==> config.mk <==
export PLATFORM = sky130hd
export DESIGN_NAME = stream_to_vector
export DESIGN_NICKNAME = d
export VERILOG_FILES = /design/src/rtl/stream_to_vector_pkg.sv /design/src/rtl/stream_to_vector.sv
export SDC_FILE = /design/constraint.sdc
export NUM_CORES = 1
export LEC_CHECK = 0
export CAP_MARGIN = 20
export CORE_MARGIN = 1
export CORE_UTILIZATION = 35
export CTS_CLUSTER_SIZE = 16
export DETAILED_ROUTE_END_ITERATION = 10
export PLACE_DENSITY = 0.67
export SLEW_MARGIN = 20
export SYNTH_ARGS = -nofsm -noshare
export SYNTH_HDL_FRONTEND = slang
export SYNTH_SLANG_ARGS = --single-unit
==> constraint.sdc <==
create_clock -name clk -period 2 [get_ports clk]
set_input_delay 0.4 -clock clk [delete_from_list [all_inputs] [get_ports clk]]
set_output_delay 0.4 -clock clk [all_outputs]
set_load 0.05 [all_outputs]
==> src/rtl/stream_to_vector_pkg.sv <==
// Shared definitions for the sorter datapath: the collector/presenter state
// encoding and the pad value that makes filler elements sort to the top slots.
// Latency: n/a (package). Backpressure: n/a (package).
//
// Contents:
//   sm_state_t : SM_FILL (accepting elements) / SM_HOLD (presenting vector)
//   pad_value  : all-ones of a given element width (up to PAD_MAX_WIDTH bits)
package stream_to_vector_pkg;

  typedef enum logic {
    SM_FILL = 1'b0,
    SM_HOLD = 1'b1
  } sm_state_t;

  localparam int PAD_MAX_WIDTH = 64;

  // Callers truncate the result to their own element width.
  function automatic logic [PAD_MAX_WIDTH-1:0] pad_value(input int width);
    pad_value = {PAD_MAX_WIDTH{1'b1}} >> (PAD_MAX_WIDTH - width);
  endfunction

endpackage

==> src/rtl/stream_to_vector.sv <==
// Collects a serial element stream into one NUM_ELEMS-wide vector for the sorter.
// Latency: dest_tvalid rises the cycle after the closing element's handshake.
// Backpressure: src_tready drops while a vector is held; the vector stays stable until dest_tready.
//
// Ports:
//   clk, rst                      clock; synchronous active-high reset
//   src_tvalid/src_tready         element handshake
//   src_tdata, src_tlast          element and end-of-frame marker
//   dest_tvalid/dest_tready       vector handshake
//   dest_tdata_raw                slot k at bits [(k+1)*DATA_WIDTH-1 : k*DATA_WIDTH]
//   dest_tcount                   real (non-pad) element count, only when
//                                 STREAM_TO_VECTOR_COUNT_EN is defined
//
// Frames close on src_tlast or after NUM_ELEMS elements; unwritten slots stay
// all-ones so padding sorts to the top. DATA_WIDTH is limited to PAD_MAX_WIDTH.
module stream_to_vector
  import stream_to_vector_pkg::*;
#(
  parameter int NUM_ELEMS  = 16,
  parameter int DATA_WIDTH = 8
) (
  input  logic                            clk,
  input  logic                            rst,
  input  logic                            src_tvalid,
  output logic                            src_tready,
  input  logic [DATA_WIDTH-1:0]           src_tdata,
  input  logic                            src_tlast,
  output logic                            dest_tvalid,
  input  logic                            dest_tready,
  output logic [DATA_WIDTH*NUM_ELEMS-1:0] dest_tdata_raw
`ifdef STREAM_TO_VECTOR_COUNT_EN
  ,
  output logic [$clog2(NUM_ELEMS+1)-1:0]  dest_tcount
`endif
);

  localparam int CNT_W = $clog2(NUM_ELEMS + 1);
  localparam logic [DATA_WIDTH-1:0] PAD = DATA_WIDTH'(pad_value(DATA_WIDTH));
  localparam logic [CNT_W-1:0] LAST_IDX = CNT_W'(NUM_ELEMS - 1);

  sm_state_t             state;
  logic [CNT_W-1:0]      cnt;
  logic [DATA_WIDTH-1:0] slot_q [NUM_ELEMS];

  logic src_acc;
  logic dest_acc;

  // Handshake outputs follow the state register directly and are masked by
  // rst so nothing is offered or taken during the reset cycle.
  assign src_tready  = (state == SM_FILL) && !rst;
  assign dest_tvalid = (state == SM_HOLD) && !rst;

  assign src_acc  = src_tvalid && src_tready;
  assign dest_acc = dest_tvalid && dest_tready;

  always_ff @(posedge clk) begin
    if (rst) begin
      state <= SM_FILL;
      cnt   <= '0;
      for (int k = 0; k < NUM_ELEMS; k++) begin
        slot_q[k] <= PAD;
      end
    end else begin
      case (state)
        SM_FILL: begin
          if (src_acc) begin
            // Decoded write keeps the index the same width as the slot range.
            for (int k = 0; k < NUM_ELEMS; k++) begin
              if (cnt == CNT_W'(k)) begin
                slot_q[k] <= src_tdata;
              end
            end
            cnt <= cnt + 1'b1;
            if ((cnt == LAST_IDX) || src_tlast) begin
              state <= SM_HOLD;
            end
          end
        end
        SM_HOLD: begin
          // Re-pad on release so the next short frame starts clean.
          if (dest_acc) begin
            state <= SM_FILL;
            cnt   <= '0;
            for (int k = 0; k < NUM_ELEMS; k++) begin
              slot_q[k] <= PAD;
            end
          end
        end
        default: begin
          state <= SM_FILL;
        end
      endcase
    end
  end

  for (genvar k = 0; k < NUM_ELEMS; k++) begin : g_pack
    assign dest_tdata_raw[k*DATA_WIDTH +: DATA_WIDTH] = slot_q[k];
  end

`ifdef STREAM_TO_VECTOR_COUNT_EN
  // cnt is frozen in SM_HOLD, so it already equals the real element count.
  assign dest_tcount = cnt;
`endif

endmodule

==> results.md <==
* ANT cells at 0
* CP bufs+invs at 1
* Delay-heaviest family, CP: buffers and inverters
* Peak VDD IR at 0.521 mV
* Period utilization at 0.978
* Via count at 3994
* Slew headroom at 0.617
* Min-Delay Path Class: reg2reg
* Nets@finish at 642
* Share of cells above drive strength 1 at 0.160
* GRT overflow at 0
* Die area at 0.0151 sq mm
* Pin count of the biggest net entering global routing at 26
* Clock root buffer: clkbuf_16
* Power, Total at 6250 uW
* Netlist cell types at 40
* First-pass GRT wire length at 21000 microns
* Ys async rst share at 0
* Kind of end point of the critical path: output pin
* Power per standard cell area at 800 mW/mm^2
* Mapped Area at 0.00512 sq mm
* Register area share after synthesis at 0.649
* DR iter-0 viols at 342
* Die W at 123 microns
* Slew @ Worst Pin at 574 ps
* Final ANT Viol Nets at 0
* Crit path cell chain: clkdlybuf4s50_1
* Number of synthesized flops with an enable pin at 64
* Cts bufs inserted at 17
* CTS tree: built
* Core area at 0.0141 sq mm
* Wire per inst at 17.0 microns
* GR peak layer: met2
* Drc violations at 0
* Most used flip-flop cell after synthesis: dfxtp_1
* Slowest cell delay on critical path at 810 ps
* Max_cap viols at 0
* Final worst slack at 44.5 ps
* Clock slew at reported path FFs at 60 ps
* Status: completed
* I/O pin total at 143
* Placement row count at 43
* GP Congestion at 0.756
* Router iterations before antenna repair at 4
* Antenna violations before repair at 0
* RSZ-0062 raised after global routing: false
* Synthesized instance count at 437
* P_leak at 0.00275 uW
* Clk_skew at 9.82 ps
* Clk Latency, worst-skew pair at 410 ps
* Min Clock Period, post-route at 1960 ps
* CP max stage cell: clkdlybuf4s50_1
* Die height at 123 microns
* Syn Area/Cell at 11.7 sq um
* Layout area overhead at 52.7%
* Final core utilization at 0.555
* Post-Synthesis Net Count at 455
* Max Slew Vio Count at 0
* Ys Warns at 0
* # setup viols final at 0
* Max Clock Freq at 511 MHz
* CP Max Fanout at 2
* Met1 global-route usage at 0.227
* # hold bufs at CTS at 0
* Vias in the first global route at 3932
* Worst slack, placed at -381 ps
* Hold slack at 478 ps
* IO buf count at 142
* # clock sinks at 134
* GR Util met2 at 0.320
* Worst path arrival time at 1560 ps
* Total GRT Usage at 0.190
* Final Cell Area at 0.00782 sq mm
* Initial Util at 0.363
* Met3 usage at 0.0604
* Drt total wl at 13900 microns
* Vias per cell at 4.89
* CP required at 1600 ps
* Crit Path Category: reg2out
* HPWL after DPL at 9910 microns
* Placed inst area at 0.00712 sq mm
* Worst setup SP type: flip-flop
* Fin. Hold Viols at 0
* # H-tree levels at 4
* CTS max path bufs at 2
* FF+latch count, synth at 134
==> logic make-up after synthesis <==
logic type	share of synthesized area
buffers and inverters	0.0279
AO/OA/AOI/OAI	0.0853
flip-flops	0.649
AND/OR/NAND/NOR	0.161
adder cells (fa/ha/maj)	0.0122
multiplexers	0.0645
==> report_power, final <==
part	switching, uW	internal [uW]	total (uW)	leakage [uW]
Sequential	9.66	2890	2900	0.00102
Combinational	261	135	396	0.00145
Clock	1230	1730	2960	0.000285
==> synth_stat cells (all sizes together), types with 3 or more instances <==
cell	number	area [sq um]
a211oi	8	60.1
a21oi	10	50.1
buf	5	26.3
clkbuf	18	67.6
dfxtp	70	1400
edfxtp	64	1920
ha	5	62.6
inv	13	48.8
mux2i	33	330
nand2	66	248
nand2b	16	100
nand3b	5	37.5
nor2	47	176
nor2b	3	18.8
nor3	7	77.6
o211ai	24	180
o21ai	19	95.1
==> metal layers <==
layer | wire (microns) | up-vias | share of wire
met5 | 0 | - | 0
met4 | 126 | 0 | 0.0091
met3 | 1050 | 8 | 0.076
met2 | 7070 | 138 | 0.51
met1 | 5640 | 1925 | 0.41
li1 | - | 1923 | -
==> timing repair <==
| item | CTS | global route |
|---|---|---|
| setup buffers | 0 | 0 |
| hold endpoints to repair | 0 | 0 |
| resized for setup | 6 | 54 |
| setup endpoints to repair | 6 | 79 |
==> cell usage in the layout (no fill, tap or decap), drive strengths merged, types with 2 or more instances in the layout <==
master         synthesis  layout
nor2                  47      47
o211ai                24      24
clkinv                 0       3
dlymetal6s2s           0      52
inv                   13      22
buf                    5      52
clkdlybuf4s50          0      81
dlygate4sd2            0       6
clkbuf                18      19
edfxtp                64      64
dfxtp                 70      70
a31oi                  2       2
nand2b                16      16
a22oi                  2       2
a21oi                 10      10
a21o                   2       2
a211oi                 8       8
nor2b                  3       3
o21ai                 19      19
or4b                   2       2
nand4                  2       2
nand3b                 5       5
mux2i                 33      33
ha                     5       5
or2                    2       2
nor3                   7       7
nand2                 66      66
==> registers in the layout (all words and copies together), names as in the netlist <==
signal and cells:
slot_q 128, state 1, cnt 5
==> cell type report <==
type / instances / area [sq um]
Sequential cell: 134 / 3320
Fill cell: 1193 / 6280
Tap cell: 180 / 225
Clock inverter: 13 / 105
Clock buffer: 19 / 464
Timing Repair Buffer: 191 / 1970
Multi-Input combinational cell: 267 / 1680
Inverter: 13 / 48.8
==> worst paths after layout <==
check / from / end / slack (ps) / depth (start not counted)
max: slot_q[1][44] / dest_tdata_raw[108] / 40 / 1
max reg2reg: cnt[1] / slot_q[1][62] / 130 / 7
min reg2reg: slot_q[1][60] / slot_q[1][60] / 480 / 2
min: slot_q[1][60] / slot_q[1][60] / 480 / 2
==> metrics by stage <==
stage	setup TNS, ps	cells
finish	0	817
CTS	0	817
floorplan	-1370	437
global placement	-38570	785
detailed placement	-45440	785
global route	0	817
==> worst register-to-register path, delay by kind of cell, from the launching register on <==
family / cells / cell delay (ps)
DFF: 1 / 410
AOI/OAI and AO/OA: 1 / 80
buffers and inverters: 1 / 210
adders and majority gates: 2 / 390
and+or+nand+nor: 3 / 660
Power figures use the tool's default switching activity.
